File: config.mk
export PLATFORM = sky130hd
export DESIGN_NAME = ppu_bg_fetch
export DESIGN_NICKNAME = d
export VERILOG_FILES = /design/src/rtl/ppu_pkg.sv /design/src/rtl/ppu_bg_shifter.sv /design/src/rtl/ppu_bg_fetch.sv
export SDC_FILE = /design/constraint.sdc
export NUM_CORES = 1
export LEC_CHECK = 0
export BUFFER_PORTS_ARGS = -buffer_cell sky130_fd_sc_hd__buf_4
export CAP_MARGIN = 20
export CORE_MARGIN = 8
export CORE_UTILIZATION = 25
export CTS_BUF_LIST = sky130_fd_sc_hd__clkbuf_8 sky130_fd_sc_hd__clkbuf_16
export DETAILED_ROUTE_END_ITERATION = 10
export SYNTH_ARGS = -nofsm -noshare
export SYNTH_HDL_FRONTEND = slang
export SYNTH_SLANG_ARGS = --single-unit
File: constraint.sdc
create_clock -name i_ppu_clk -period 4.15 [get_ports i_ppu_clk]
set_clock_uncertainty 0.1 [all_clocks]
set_input_delay 0.415 -clock i_ppu_clk [delete_from_list [all_inputs] [get_ports i_ppu_clk]]
set_output_delay 0.415 -clock i_ppu_clk [all_outputs]
set_load 0.005 [all_outputs]
File: src/rtl/ppu_pkg.sv
// Shared definitions for the PPU background render path: FSM encoding,
// fetch-phase numbering, loopy-v field offsets and the attribute-table prefix.
package ppu_pkg;

  typedef enum logic [1:0] {
    ST_IDLE     = 2'd0,
    ST_PREFETCH = 2'd1,
    ST_ACTIVE   = 2'd2,
    ST_DONE     = 2'd3
  } bg_state_e;

  localparam logic [2:0] P_NT     = 3'd0;
  localparam logic [2:0] P_TILE   = 3'd1;
  localparam logic [2:0] P_AT     = 3'd2;
  localparam logic [2:0] P_ATTR   = 3'd3;
  localparam logic [2:0] P_PT     = 3'd4;
  localparam logic [2:0] P_PAT    = 3'd5;
  localparam logic [2:0] P_INCX   = 3'd6;
  localparam logic [2:0] P_RELOAD = 3'd7;

  localparam int V_CX_LSB = 0;
  localparam int V_CY_LSB = 5;
  localparam int V_NT_LSB = 10;
  localparam int V_FY_LSB = 12;

  localparam logic [3:0] AT_PREFIX = 4'b1111;

  // Each attribute byte covers a 4x4-tile block; coarse_y[1]/coarse_x[1] pick the 2x2 quadrant.
  function automatic logic [1:0] at_quadrant(input logic [7:0] at_byte,
                                             input logic       cy1,
                                             input logic       cx1);
    logic [7:0] shifted;
    shifted = at_byte >> {cy1, cx1, 1'b0};
    return shifted[1:0];
  endfunction

endpackage

File: src/rtl/ppu_bg_shifter.sv
// Background pixel shifters: two pattern planes and two replicated attribute
// bits, shifted once per dot and selected by the fine X scroll.
module ppu_bg_shifter
  import ppu_pkg::*;
(
  input  logic       i_ppu_clk,
  input  logic       i_ppu_rstn,
  input  logic       shift_en_i,
  input  logic       load_en_i,
  input  logic [7:0] lo_i,
  input  logic [7:0] hi_i,
  input  logic [1:0] attr_i,
  input  logic [2:0] fine_x_i,
  output logic [3:0] pix_o
);

  logic [15:0] lo_q;
  logic [15:0] hi_q;
  logic [15:0] a0_q;
  logic [15:0] a1_q;
  logic [3:0]  sel;

  // A reload shifts and refills the low byte in the same edge, so the tile
  // under display keeps moving toward bit 15 without a stall.
  always_ff @(posedge i_ppu_clk or negedge i_ppu_rstn) begin
    if (!i_ppu_rstn) begin
      lo_q <= '0;
      hi_q <= '0;
      a0_q <= '0;
      a1_q <= '0;
    end else if (load_en_i) begin
      lo_q <= {lo_q[14:7], lo_i};
      hi_q <= {hi_q[14:7], hi_i};
      a0_q <= {a0_q[14:7], {8{attr_i[0]}}};
      a1_q <= {a1_q[14:7], {8{attr_i[1]}}};
    end else if (shift_en_i) begin
      lo_q <= lo_q << 1;
      hi_q <= hi_q << 1;
      a0_q <= a0_q << 1;
      a1_q <= a1_q << 1;
    end
  end

  assign sel   = 4'd15 - {1'b0, fine_x_i};
  assign pix_o = {a1_q[sel], a0_q[sel], hi_q[sel], lo_q[sel]};

endmodule

File: src/rtl/ppu_bg_fetch.sv
// Background tile fetcher: runs the 8-phase NT/AT/PT fetch schedule for one
// scanline and streams 4-bit background palette indices to the pixel mux.
module ppu_bg_fetch
  import ppu_pkg::*;
#(
  parameter int PREFETCH_TILES = 2,
  parameter int LINE_PIXELS    = 256
) (
  input  logic        i_ppu_clk,
  input  logic        i_ppu_rstn,
  input  logic        i_render_en,
  input  logic        i_line_start,
  input  logic [14:0] i_v_addr,
  input  logic [2:0]  i_fine_x,
  input  logic        i_bg_pt_sel,
  input  logic        i_bg_en,
  input  logic        i_bg_left_en,
  output logic [11:0] o_nt_addr,
  input  logic [7:0]  i_nt_rdata,
  output logic [11:0] o_pt_addr,
  input  logic [15:0] i_pt_rdata,
  output logic [3:0]  o_bg_pix,
  output logic        o_bg_pix_vld,
  output logic [7:0]  o_pix_x,
  output logic        o_busy,
  output logic        o_line_done
);

  localparam int PREFETCH_CYC = 8 * PREFETCH_TILES;
  localparam int CNT_W        = $clog2(LINE_PIXELS + PREFETCH_CYC) + 1;
  localparam logic [CNT_W-1:0] PREFETCH_LAST = CNT_W'(PREFETCH_CYC - 1);
  localparam logic [CNT_W-1:0] ACTIVE_LAST   = CNT_W'(LINE_PIXELS - 1);
  localparam logic [CNT_W-1:0] LEFT_EDGE     = CNT_W'(8);
  localparam logic [CNT_W-1:0] CNT_ONE       = CNT_W'(1);

  bg_state_e        state_q;
  logic [2:0]       phase_q, phase_d;
  logic [CNT_W-1:0] cnt_q;
  logic [4:0]       cx_q, cx_d, cy_q;
  logic [1:0]       nt_q, at2_q;
  logic             nt0_d;
  logic [2:0]       fy_q, fine_x_q;
  logic             pt_sel_q;
  logic [7:0]       tile_id_q, pt_lo_q, pt_hi_q;
  logic [11:0]      nt_addr_q, pt_addr_q;
  logic [3:0]       bg_pix_q, bg_pix_d, sh_pix;
  logic             pix_vld_q, busy_q, line_done_q;
  logic [7:0]       pix_x_q;
  logic             start, fetching, reload, left_blank;

  assign start      = i_line_start & i_render_en;
  assign fetching   = (state_q == ST_PREFETCH) || (state_q == ST_ACTIVE);
  assign reload     = fetching && (phase_q == P_RELOAD);
  assign phase_d    = phase_q + 3'd1;
  assign cx_d       = cx_q + 5'd1;
  assign nt0_d      = (cx_q == 5'd31) ? ~nt_q[0] : nt_q[0];
  assign left_blank = !i_bg_left_en && (cnt_q < LEFT_EDGE);
  assign bg_pix_d   = (!i_bg_en || left_blank) ? 4'd0 : sh_pix;

  ppu_bg_shifter u_shifter (
    .i_ppu_clk  (i_ppu_clk),
    .i_ppu_rstn (i_ppu_rstn),
    .shift_en_i (fetching),
    .load_en_i  (reload),
    .lo_i       (pt_lo_q),
    .hi_i       (pt_hi_q),
    .attr_i     (at2_q),
    .fine_x_i   (fine_x_q),
    .pix_o      (sh_pix)
  );

  // Addresses are registered one edge ahead of the phase that drives them;
  // read data is captured one phase after its address.
  always_ff @(posedge i_ppu_clk or negedge i_ppu_rstn) begin
    if (!i_ppu_rstn) begin
      state_q     <= ST_IDLE;
      phase_q     <= '0;
      cnt_q       <= '0;
      cx_q        <= '0;
      cy_q        <= '0;
      nt_q        <= '0;
      fy_q        <= '0;
      fine_x_q    <= '0;
      pt_sel_q    <= 1'b0;
      tile_id_q   <= '0;
      at2_q       <= '0;
      pt_lo_q     <= '0;
      pt_hi_q     <= '0;
      nt_addr_q   <= '0;
      pt_addr_q   <= '0;
      bg_pix_q    <= '0;
      pix_vld_q   <= 1'b0;
      pix_x_q     <= '0;
      busy_q      <= 1'b0;
      line_done_q <= 1'b0;
    end else begin
      pix_vld_q   <= 1'b0;
      line_done_q <= 1'b0;
      if (start) begin
        state_q   <= ST_PREFETCH;
        busy_q    <= 1'b1;
        phase_q   <= '0;
        cnt_q     <= '0;
        cx_q      <= i_v_addr[V_CX_LSB +: 5];
        cy_q      <= i_v_addr[V_CY_LSB +: 5];
        nt_q      <= i_v_addr[V_NT_LSB +: 2];
        fy_q      <= i_v_addr[V_FY_LSB +: 3];
        fine_x_q  <= i_fine_x;
        pt_sel_q  <= i_bg_pt_sel;
        nt_addr_q <= {i_v_addr[V_NT_LSB +: 2], i_v_addr[V_CY_LSB +: 5], i_v_addr[V_CX_LSB +: 5]};
      end else if (!i_render_en) begin
        state_q <= ST_IDLE;
        busy_q  <= 1'b0;
      end else begin
        case (state_q)
          ST_IDLE: begin
            busy_q <= 1'b0;
          end
          ST_PREFETCH, ST_ACTIVE: begin
            phase_q <= phase_d;
            cnt_q   <= cnt_q + CNT_ONE;
            if (phase_q == P_TILE) tile_id_q <= i_nt_rdata;
            if (phase_q == P_ATTR) at2_q <= at_quadrant(i_nt_rdata, cy_q[1], cx_q[1]);
            if (phase_q == P_PAT) begin
              pt_lo_q <= i_pt_rdata[7:0];
              pt_hi_q <= i_pt_rdata[15:8];
            end
            if (phase_q == P_INCX) begin
              cx_q     <= cx_d;
              nt_q[0]  <= nt0_d;
            end
            if (phase_d == P_NT) nt_addr_q <= {nt_q, cy_q, cx_q};
            if (phase_d == P_AT) nt_addr_q <= {nt_q, AT_PREFIX, cy_q[4:2], cx_q[4:2]};
            if (phase_d == P_PT) pt_addr_q <= {pt_sel_q, tile_id_q, fy_q};
            if (state_q == ST_PREFETCH) begin
              if (cnt_q == PREFETCH_LAST) begin
                state_q <= ST_ACTIVE;
                cnt_q   <= '0;
              end
            end else begin
              pix_vld_q <= 1'b1;
              bg_pix_q  <= bg_pix_d;
              pix_x_q   <= cnt_q[7:0];
              if (cnt_q == ACTIVE_LAST) begin
                state_q     <= ST_DONE;
                line_done_q <= 1'b1;
              end
            end
          end
          ST_DONE: begin
            state_q <= ST_IDLE;
            busy_q  <= 1'b0;
          end
          default: begin
            state_q <= ST_IDLE;
            busy_q  <= 1'b0;
          end
        endcase
      end
    end
  end

  assign o_nt_addr    = nt_addr_q;
  assign o_pt_addr    = pt_addr_q;
  assign o_bg_pix     = bg_pix_q;
  assign o_bg_pix_vld = pix_vld_q;
  assign o_pix_x      = pix_x_q;
  assign o_busy       = busy_q;
  assign o_line_done  = line_done_q;

endmodule

After elaboration in Yosys (flattened, before gate mapping)
Index checks and enable logic that the tools add are counted.
- order comparisons: 2
- reduce and logical (&&, ||, !) cells: 26
- eq/ne operators: 17
- mux-type cells: 57
- bitwise logic cells: 4
- $add $sub $neg: 4
- shifts and indexed selects: 1
- operators with widths (operator ; count):
    two-way mux 16 bit ; 8
    two-way mux 12 bit ; 5
    two-way mux 10 bit ; 5
    AND reduction 4 bit ; 6
    two-way mux 1 bit ; 21
    two-way mux 5 bit ; 4
    binary-select mux 1 bit (select 4 bit) ; 4
    equality test 3 bit, second input constant ; 4
    adder 10 x 1 -> 10 bit, second input constant ; 1
    equality test 10 x 4 -> 1 bit, second input constant ; 1
    equality test 10 x 8 -> 1 bit, second input constant ; 1
    < comparator 10 x 4 -> 1 bit, second input constant ; 1
    two-way mux 2 bit ; 5
    inequality test 5 bit, second input constant ; 2
    nonzero test 2 bit ; 5
    two-way mux 3 bit ; 3
    AND reduction 3 bit ; 3
    >> shifter 8 x 3 -> 2 bit ; 1
    equality test 3 x 2 -> 1 bit, second input constant ; 2
    adder 5 x 1 -> 5 bit, second input constant ; 1
    equality test 5 bit, second input constant ; 1
    < comparator 4 x 5 -> 1 bit, second input constant ; 1
    equality test 2 bit, second input constant ; 2
    two-way mux 4 bit ; 1
    17 further kinds ; 23
- register bits after elaboration: 163
- bits of input ports: 49
- logic and storage cells: 136
- output and inout bits: 39

Longest topological paths before layout
Gate-level depths: netlist of the first run.
- depth after elaboration: 7
- mapped depth: 8

Hierarchy
Synthesis of the first run repeated with hierarchy kept, for this count alone.
- cell total of the unflattened synthesis: 575
- area, all modules: 7329.5 um^2
- modules (own cells, without submodules) (module ; area an instance (um^2) ; cells each ; times used):
    ppu_bg_fetch ; 4388.0 ; 370 ; 1
    ppu_bg_shifter ; 2941.6 ; 205 ; 1

Least setup slack after synthesis of the first run
Ideal clock, no wire load.
- path type: register to register
- from: register state_q[0]
- to: register bg_pix_q[2], in the netlist o_bg_pix[2]
- arrival time: 1710 ps
- path slack: 2200 ps
- buffers on the path: 2
- cell stages (with the launch flop): 9
- cell sequence: dfrtp_1 > inv_1 > ha_1 > buf_4 > nand2_1 > or3_1 > buf_2 > nand2_1 > o21ai_0
- longest elaborated chain between the ends: 3
- ends and longest elaborated chain (element ; line ; source):
    start, declared ; ppu_bg_fetch.sv:36 ; bg_state_e state_q;
    start signal, assigned ; ppu_bg_fetch.sv:76 ; state_q <= ST_IDLE;
    start signal, assigned ; ppu_bg_fetch.sv:100 ; state_q <= ST_PREFETCH;
    start signal, assigned ; ppu_bg_fetch.sv:112 ; state_q <= ST_IDLE;
    equality test 2 x 1 -> 1 bit / equality test 2 bit (equally long branches) ; ppu_bg_fetch.sv:115, ppu_bg_fetch.sv:135 ;
    OR reduction 2 bit / NOT 1 bit (equally long branches) ; n/a ;
    AND reduction 4 bit (no source line) * ; n/a ;
    end signal, assigned ; ppu_bg_fetch.sv:142 ; bg_pix_q <= bg_pix_d;
    end, declared ; ppu_bg_fetch.sv:46 ; logic [3:0] bg_pix_q, bg_pix_d, sh_pix;
Every way passes the cells marked *; elsewhere a longest branch is shown, timed or not.
A chain may end at the register's enable or synchronous reset.

Final worst setup path of the first run
- from: register state_q[0]
- to: register state_q[1]
- longest elaborated chain between the ends: 5
- ends and longest elaborated chain (element ; line ; source):
    equality test 2 x 1 -> 1 bit / equality test 2 bit (equally long branches) ; ppu_bg_fetch.sv:115, ppu_bg_fetch.sv:135 ;
    two-way mux 2 bit / OR reduction 2 bit (equally long branches) ; ppu_bg_fetch.sv:135, ppu_bg_fetch.sv:115 ;
    case mux 2 bit (2 select lines) ; ppu_bg_fetch.sv:115 ; case (state_q)
    two-way mux 2 bit ; ppu_bg_fetch.sv:111 ; end else if (!i_render_en) begin
    two-way mux 2 bit ; ppu_bg_fetch.sv:99 ; if (start) begin
Parallel ways exist; a longest one is shown, timed or not.

==> results.json, run 1 <==
{
  "die_area_mm2": 0.03467,
  "biggest_area_consumer_among_synthesized_cells": "dfrtp_1",
  "critPathBufInv": 1,
  "highest_cell_delay_on_the_worst_timing_path_ns": 0.61,
  "synthesis.area_mm2": 0.007242,
  "footprint_of_the_multi_input_gates_mm2": 0.002965,
  "number_of_antenna_violations_at_the_first_check_in_global_routing": 0,
  "final_worst_slack_ns": 1.568,
  "fmax_ghz": 0.3874,
  "cts_tree": "yes",
  "final_antenna_net_count": 0,
  "synthesis.instances": 605,
  "ctsHoldBuffers": 0,
  "final-seq-area_mm2": 0.004079,
  "yosysWarningCount": 0,
  "cts_resized": 0,
  "fp.dieH_um": 186.2,
  "std_cell_rows": 62,
  "post-synth-top-area-fraction_pct": 56.32,
  "tritoncts.num_buffers": 17,
  "period_needed_ns": 2.582,
  "die_w_um": 186.2,
  "cp_cell_sequence": "inv_1 > ha_4 > nand3b_4 > a41oi_4 > nand2_1 > a32o_1",
  "fin_nets": 742,
  "status": "finished with violations",
  "clock_tree.root_cell": "clkbuf_16",
  "tns_ns": 0,
  "startpoint_type": "flip-flop",
  "setup.worst_path.end_class": "flip-flop",
  "layout-drive-gt1-share_pct": 32.32,
  "finalHoldViolations": 13,
  "ys_ff_latch": 163,
  "start_to_end_type_of_the_worst_setup_path": "flip-flop to flip-flop",
  "filler_cell_count": 2948,
  "clk-insertion-delay-late_ns": 0.43,
  "setup-violations-final": 0,
  "place.detailed.instances": 1045,
  "yosysUniqueCellTypes": 49,
  "drt-wirelength-per-cell_um": 14.79,
  "pwr_dens_mw_per_mm2": 574.8,
  "number_of_maximum_capacitance_violations": 0,
  "cts.path.max_buffers": 2,
  "antenna-diode-count": 0,
  "drt-vias-per-instance": 4.351,
  "slew_headroom_pct": 31.78,
  "critical-path-top-delay-family": "compound AO/OA/AOI/OAI gates",
  "synth.top_cells.by_count": "dfrtp_1 (163), nand2_1 (91), mux2_2 (81), nor2_1 (52), a21oi_1 (51)",
  "post_cts_buffers": 0,
  "synth_sequential_area_ratio_pct": 56.32,
  "most_frequent_cell_after_synthesis": "dfrtp_1",
  "port_buffers": 87,
  "clock_sink_count": 163,
  "final_routed_wirelength_um": 15930,
  "grt_first_pass_wirelength_um": 25810,
  "total_leakage_power_nw": 3.886,
  "async_reset_ff_share_pct": 100.0,
  "slew_violations": 0,
  "cts.htree.levels": 4,
  "floorplan.core_area_mm2": 0.02863,
  "worstHoldPathType": "primary input to async pin",
  "peakVddDrop_mv": 0.2716,
  "worst_margin_pin_slew_ns": 1.023,
  "worst_path_max_delay_cell": "ha_4",
  "p_total_w": 0.005099,
  "post-route-period-util_pct": 62.21,
  "post_synth_edffs": 0,
  "detailedPlace.worstSlack_ns": 1.577,
  "grt_max_degree": 102,
  "crit_fanout": 48,
  "netlist_top_cells_area": "dfrtp_1 (56%), mux2_2 (13%), nand2_1 (4.7%)",
  "fin_cells": 1077,
  "dpl.hpwl_um": 11040,
  "grt_use_total_pct": 9.467,
  "initial_utilization_pct": 25.30,
  "drc_errors": 0,
  "synth.avg_cell_area_um2": 11.97,
  "failed_checks": "negative hold slack",
  "dominantRegCellSynth": "dfrtp_1",
  "drt-pass1-iter-count": 4,
  "globalplace.congestion": 0.7143,
  "timing.reg2reg.setup_slack_ns": 1.57,
  "syn-num-nets": 667,
  "cp.required_ns": 4.37,
  "num_vias": 4686,
  "grt_pass1_vias": 4789,
  "gr-total-overflow": 0,
  "worst_setup_hold_path_clk_slew_ns": 0.08,
  "syn2layout_area_growth_pct": 22.49,
  "rsz0062_at_grt": "false",
  "detail_route.iter0.violations": 226,
  "design.portCount": 88,
  "hold_slack_ns": -0.04153,
  "timing.critical_path.arrival_ns": 2.80
}
==> flip-flops by register name (all words and copies together), names as in the netlist, 3 cells and up <==
name and flops:
u_shifter.a0_q 16, u_shifter.a1_q 16, o_pix_x 8, u_shifter.lo_q 16, pt_hi_q 8, cx_q 5
cy_q 5, pt_lo_q 8, fine_x_q 3, tile_id_q 8, u_shifter.hi_q 16, fy_q 3
cnt_q 10, phase_q 3, o_bg_pix 4, o_pt_addr 12, o_nt_addr 12
==> area by class of cell <==
type	instances	share of cell area [%]
clock buffers	17	4.795
well taps	384	5.416
clock inverters	15	2.243
inverters	8	0.3385
multi-input cells	400	33.43
flip-flops and latches	163	45.98
repair buffers	90	7.800
==> worst reg2reg max path, cell delays in order (launching register included) <==
cell      delay, ns
dfrtp_1        0.45
inv_1          0.12
ha_4           0.61
nand3b_4       0.22
a41oi_4        0.55
nand2_1        0.15
a32o_1         0.27
==> routing by layer <==
metal  vias up  global-route usage (%)  wire, µm
met5         -                       0         0
met4         0                   2.668       167
met3        10                   2.700       798
met2        87                   14.87      7351
met1      2312                   12.58      7611
li1       2277                       -         -
==> metrics by stage <==
stage,area [µm²],util [%],hold WS (ns)
after floorplan,7242,-,0.01941
after global routing,8871,30.99,0.06148
final,8871,30.99,-0.04153
after CTS,8871,30.99,0.04949
after detailed placement,8247,28.81,0.3713
after global placement,8247,28.81,0.3584
==> layout by cell type, fill, tap and decap left out, types with 3 or more instances in the layout <==
cell / n
clkinv_8: 7
xor2_1: 4
dfrtp_1: 163
nor2_1: 52
nand2_1: 91
a31oi_1: 13
nand3_1: 7
and2_1: 5
o21ai_0: 12
mux2i_1: 20
ha_1: 12
inv_6: 5
mux4_2: 10
a22o_1: 3
inv_1: 8
clkbuf_16: 17
a21oi_1: 51
a41oi_1: 3
buf_4: 88
mux2_2: 81
==> where the power goes <==
group	switching [W]	total [W]	internal [W]	leakage [nW]
Sequential	0.000285	0.00231	0.00203	1.97
Clock	0.000784	0.00161	0.000827	0.299
Combinational	0.000528	0.00117	0.000645	1.62
Total	0.00160	0.00510	0.00350	3.89
==> worst paths after layout <==
check,startpoint,end,cells past startpoint
hold / removal,i_ppu_rstn,o_bg_pix[0],1
min in group i_ppu_clk,i_bg_pt_sel,pt_sel_q,3
hold reg to reg,o_bg_pix[0],o_bg_pix[0],2
setup / recovery,state_q[0],state_q[1],6
max in group asynchronous,i_ppu_rstn,u_shifter.hi_q[0],2
setup reg to reg,state_q[0],state_q[1],6
==> cell families after synthesis <==
family / Yosys count / share of synthesized area, %
flops: 163 / 56.32
buf+inv: 42 / 2.903
xor+xnor: 5 / 0.6047
mux: 113 / 18.78
simple gates: 173 / 11.02
compound gates: 96 / 8.120
fa+ha+maj: 13 / 2.246
Note: power is estimated with default switching activity, not from simulation.
==> run 2, diff against run 1 <==
==> constraint.sdc (replaced) <==
create_clock -name i_ppu_clk -period 2.6 [get_ports i_ppu_clk]
set_clock_uncertainty 0.1 [all_clocks]
set_input_delay 0.26 -clock i_ppu_clk [delete_from_list [all_inputs] [get_ports i_ppu_clk]]
set_output_delay 0.26 -clock i_ppu_clk [all_outputs]
set_load 0.005 [all_outputs]
==> run 2 against run 1 <==
Effect of this change:
- utilization rose by 1.8 points
- the flow now finishes without violations
- worst setup slack got worse by 1.2 ns
- global-route usage rose by 0.24 points
- critical path depth fell by 1
- register-to-register slack got worse by 1.2 ns
- worst hold slack improved by 0.090 ns
- clock power rose by 62%
- combinational power rose by 65%
==> results.json, run 2 (synthesis results as in run 1) <==
{
  "port_buffers": 87,
  "design.portCount": 88,
  "pwr_dens_mw_per_mm2": 878.5,
  "grtUsageMet3_pct": 2.797,
  "grtUsageMet1_pct": 13.27,
  "number_of_maximum_capacitance_violations": 0,
  "sw_frac_of_total_pct": 30.44,
  "gr_busiest_metal": "met2",
  "fp.dieH_um": 186.2,
  "p_total_w": 0.008238,
  "total_leakage_power_nw": 4.122,
  "ctsHoldBuffers": 42,
  "syn2layout_area_growth_pct": 29.49,
  "std_cell_rows": 62,
  "crit-reg2reg-capture": "pt_lo_q[2]",
  "tns_ns": 0,
  "post_cts_buffers": 0,
  "drt-wirelength-per-cell_um": 14.06,
  "slew_violations": 0,
  "globalplace.congestion": 0.7347,
  "worst-r2r-cell-count": 5,
  "hold_path_startpoint": "i_v_addr[1]",
  "worstHoldPathType": "primary input to flip-flop",
  "power_report.internal_total_w": 0.005731,
  "setup-violations-final": 0,
  "dpl.hpwl_um": 11280,
  "number_of_antenna_violations_at_the_first_check_in_global_routing": 0,
  "fin_nets": 794,
  "p_comb_share_pct": 23.4,
  "final_antenna_net_count": 0,
  "num_vias": 4865,
  "placed_area_mm2": 0.008334,
  "die_area_mm2": 0.03467,
  "pwr-share-clk_pct": 31.7,
  "most_common_cell_after_layout_fill_and_taps_aside": "dfrtp_1",
  "rsz0062_at_grt": "false",
  "cts.path.max_buffers": 2,
  "clock_tree.root_cell": "clkbuf_16",
  "finalHoldViolations": 0,
  "drt-vias-per-instance": 4.309,
  "die_w_um": 186.2,
  "rr_startpoint": "state_q[0]",
  "initial_utilization_pct": 25.30,
  "leading_cell_types_in_the_layout_fill_and_taps_excluded": "dfrtp_1 (163), buf_4 (97), nand2_1 (91)",
  "antenna-diode-count": 0,
  "crit_fanout": 33,
  "cp.required_ns": 2.81,
  "drt-pass1-iter-count": 5,
  "cts_tree": "yes",
  "finalInstanceArea_mm2": 0.009378,
  "timing.critical_path.arrival_ns": 2.44,
  "post-route-period-util_pct": 85.74,
  "fmax_ghz": 0.4486,
  "drc_errors": 0,
  "peakVddDrop_mv": 0.3702,
  "clk-insertion-delay-late_ns": 0.43,
  "grt_first_pass_wirelength_um": 26750,
  "hold_slack_ns": 0.04811,
  "worst_margin_pin_slew_ns": 0.7053,
  "setup.worst_path.end_class": "flip-flop",
  "groute.layer.met2.usage_pct": 14.83,
  "start_to_end_type_of_the_worst_setup_path": "flip-flop to flip-flop",
  "detailedPlace.worstSlack_ns": 0.3407,
  "slew_headroom_pct": 52.98,
  "tritoncts.num_buffers": 17,
  "floorplan.core_area_mm2": 0.02863,
  "final_worst_slack_ns": 0.3707,
  "sequentialPowerShare_pct": 44.9,
  "cts.htree.levels": 4,
  "layout-drive-gt1-share_pct": 31.41,
  "timing.reg2reg.setup_slack_ns": 0.37,
  "period_needed_ns": 2.229,
  "status": "finished, final reports clean",
  "detail_route.iter0.violations": 325,
  "cts_resized": 0,
  "grt_max_degree": 64,
  "gr-total-overflow": 0,
  "timing.hold.worst_path_depth": 3,
  "grt_use_total_pct": 9.704,
  "final_routed_wirelength_um": 15880,
  "whs_endpoint": "cx_q[1]",
  "startpoint_type": "flip-flop",
  "clock_sink_count": 163,
  "grt_pass1_vias": 5062,
  "net-switching-power_w": 0.002508,
  "worst_setup_hold_path_clk_slew_ns": 0.07
}
-- run 2: changes by cell type in the layout (fill, tap and decap cells not counted), moves of 2 or more --
cell	before	now
inv_6	5	3
clkinv_8	7	3
buf_4	88	97
inv_8	0	6
dlygate4sd3_1	0	42
-- run 2: worst max-delay path by stage --
| stage | cells after the start | slack (ns) | endpoint | startpoint |
|---|---|---|---|---|
| final | 5 | 0.37 | pt_lo_q[2] | state_q[0] |
| after global routing | 6 | 0.21 | state_q[1] | state_q[0] |
| after floorplan | 8 | 0.65 | o_bg_pix[2] | state_q[0] |
| after detailed placement | 5 | 0.34 | pt_lo_q[2] | state_q[0] |
| after CTS | 5 | 0.32 | pt_lo_q[2] | state_q[0] |
| after global placement | 5 | 0.41 | pt_lo_q[2] | state_q[0] |
-- run 2: metal layers --
layer	share of wire, %	up-vias	routed length [µm]
met5	0	-	0
met1	49	2392	7740
met3	3.9	8	622
li1	-	2379	-
met4	0.93	0	148
met2	46	86	7365
-- run 2: stage by stage --
stage	cells	util, %
floorplan	605	-
global placement	1055	29.12
detailed placement	1055	29.12
CTS	1129	32.76
global route	1129	32.76
finish	1129	32.76
-- run 2: worst max-delay path, stage by stage, from the launching register on --
cell,delay (ns)
dfrtp_1,0.45
inv_1,0.12
ha_4,0.34
buf_4,0.33
nand4_4,0.36
mux2_1,0.43
-- run 2: power groups by stage --
stage	logic, W	clock network (W)	registers (W)
final	0.00193	0.00261	0.00370
after global routing	0.00219	0.00281	0.00381
after CTS	0.00196	0.00271	0.00370
after detailed placement	0.00191	0	0.00375
after global placement	0.00186	0	0.00372
after floorplan	0.00136	0	0.00361
-- run 2: final cells by class --
type	instances	area (µm²)
fillers	2875	19250
clock inverters	15	197.7
repair buffers	142	1200
inverters	8	30.03
multi-input cells	400	2965
clock buffers	17	425.4
well taps	384	480.5
flip-flops and latches	163	4079
==> run 3, diff against run 2 <==
--- a/config.mk
+++ b/config.mk
@@ -11,6 +11,7 @@
 export CORE_UTILIZATION = 25
 export CTS_BUF_LIST = sky130_fd_sc_hd__clkbuf_8 sky130_fd_sc_hd__clkbuf_16
 export DETAILED_ROUTE_END_ITERATION = 10
+export PLACE_DENSITY_LB_ADDON = 0.15
 export SYNTH_ARGS = -nofsm -noshare
 export SYNTH_HDL_FRONTEND = slang
 export SYNTH_SLANG_ARGS = --single-unit
==> run 3 against run 2 <==
Effect of this change:
- combinational power up 2%
- utilization increased by 0.052 points
- die area unchanged
- first-iteration DRC count is 33% lower
- worst hold slack better by 0.0069 ns
- largest cell class unchanged
==> results.json, run 3 (synthesis results as in run 1) <==
{
  "status": "finished, final reports clean",
  "hold_slack_ns": 0.05498,
  "finalHoldViolations": 0,
  "clk-insertion-delay-late_ns": 0.42,
  "timing.hold.worst_path_depth": 3,
  "drc_errors": 0,
  "initial_utilization_pct": 25.30,
  "fmax_ghz": 0.4534,
  "gr-total-overflow": 0,
  "cp.required_ns": 2.84,
  "number_of_maximum_capacitance_violations": 0,
  "crit-reg2reg-capture": "o_nt_addr[10]",
  "dpl.hpwl_um": 11540,
  "worst-r2r-cell-count": 7,
  "num_vias": 4895,
  "rsz0062_at_grt": "false",
  "syn2layout_area_growth_pct": 29.70,
  "drt-vias-per-instance": 4.340,
  "total_leakage_power_nw": 4.123,
  "slew_headroom_pct": 56.24,
  "cts_tree": "yes",
  "cts_resized": 0,
  "floorplan.core_area_mm2": 0.02863,
  "grt_pass1_vias": 5286,
  "detail_route.iter0.violations": 217,
  "tns_ns": 0,
  "post-route-period-util_pct": 84.82,
  "leading_cell_types_in_the_layout_fill_and_taps_excluded": "dfrtp_1 (163), buf_4 (95), nand2_1 (91)",
  "period_needed_ns": 2.205,
  "grt_max_degree": 95,
  "port_buffers": 87,
  "rr_startpoint": "phase_q[0]",
  "startpoint_type": "flip-flop",
  "globalplace.congestion": 0.7278,
  "final_antenna_net_count": 0,
  "die_area_mm2": 0.03467,
  "final_routed_wirelength_um": 16330,
  "crit_fanout": 10,
  "layout-drive-gt1-share_pct": 31.32,
  "tritoncts.num_buffers": 17,
  "whs_endpoint": "cx_q[4]",
  "fin_nets": 793,
  "finalCoreUtilization_pct": 32.81,
  "peakVddDrop_mv": 0.4785,
  "cts.path.max_buffers": 2,
  "slew_violations": 0,
  "setup-violations-final": 0,
  "clock_sink_count": 163,
  "most_common_cell_after_layout_fill_and_taps_aside": "dfrtp_1",
  "p_total_w": 0.008273,
  "start_to_end_type_of_the_worst_setup_path": "flip-flop to flip-flop",
  "clock_tree.root_cell": "clkbuf_16",
  "timing.reg2reg.setup_slack_ns": 0.39,
  "worst_setup_hold_path_clk_slew_ns": 0.07,
  "grt_use_total_pct": 9.909,
  "fp.dieH_um": 186.2,
  "die_w_um": 186.2,
  "timing.critical_path.arrival_ns": 2.44,
  "worstHoldPathType": "primary input to flip-flop",
  "ctsHoldBuffers": 42,
  "std_cell_rows": 62,
  "worst_margin_pin_slew_ns": 0.6564,
  "cts.htree.levels": 4,
  "post_cts_buffers": 0,
  "number_of_antenna_violations_at_the_first_check_in_global_routing": 0,
  "pwr_dens_mw_per_mm2": 880.8,
  "hold_path_startpoint": "i_v_addr[4]",
  "drt-wirelength-per-cell_um": 14.48,
  "setup.worst_path.end_class": "flip-flop",
  "antenna-diode-count": 0,
  "drt-pass1-iter-count": 4,
  "design.portCount": 88,
  "grt_first_pass_wirelength_um": 27520
}
==> run 3: worst max path at each step <==
| stage | slack, ns | start | end | depth (start not counted) |
|---|---|---|---|---|
| 2_1_floorplan | 0.65 | state_q[0] | o_bg_pix[2] | 8 |
| 3_3_place_gp | 0.43 | state_q[0] | o_pt_addr[9] | 6 |
| 3_5_place_dp | 0.36 | state_q[0] | o_pt_addr[8] | 6 |
| 4_1_cts | 0.34 | state_q[0] | o_pt_addr[8] | 6 |
| 5_1_grt | 0.23 | phase_q[0] | o_nt_addr[10] | 7 |
| 6_report | 0.39 | phase_q[0] | o_nt_addr[10] | 7 |
==> run 3: layer usage <==
layer  wire [µm]  vias to the layer above  track usage [%]
met5           0                        -                0
met4         199                        0            3.303
met3         617                       12            2.389
met2        7606                       80            15.46
met1        7909                     2420            13.33
li1            -                     2383                -
==> run 3: cell type report <==
| class | instances | area [µm²] |
|---|---|---|
| Clock buffer | 17 | 425.4 |
| Clock inverter | 15 | 207.7 |
| Fill cell | 2881 | 19230 |
| Inverter | 8 | 30.03 |
| Multi-Input combinational cell | 400 | 2965 |
| Sequential cell | 163 | 4079 |
| Tap cell | 384 | 480.5 |
| Timing Repair Buffer | 141 | 1205 |
==> run 3: stage by stage <==
stage / area [µm²] / instances / setup slack, ns
after floorplan: 7242 / 605 / 0.6498
after global placement: 8339 / 1054 / 0.4330
after detailed placement: 8339 / 1054 / 0.3621
after CTS: 9393 / 1128 / 0.3391
after global routing: 9393 / 1128 / 0.2333
final: 9393 / 1128 / 0.3946
==> run 3: power by group <==
group          internal [W]  switching [W]
Sequential          0.00324       0.000449
Clock               0.00140        0.00122
Combinational       0.00110       0.000869
Total               0.00574        0.00253
==> run 3: critical path: stages (launching register included) <==
cell and delay (ns):
dfrtp_1 0.44, ha_1 0.25, ha_1 0.35, o21ai_0 0.18, a21oi_4 0.35, buf_4 0.23, nor2_1 0.06, a31oi_1 0.16
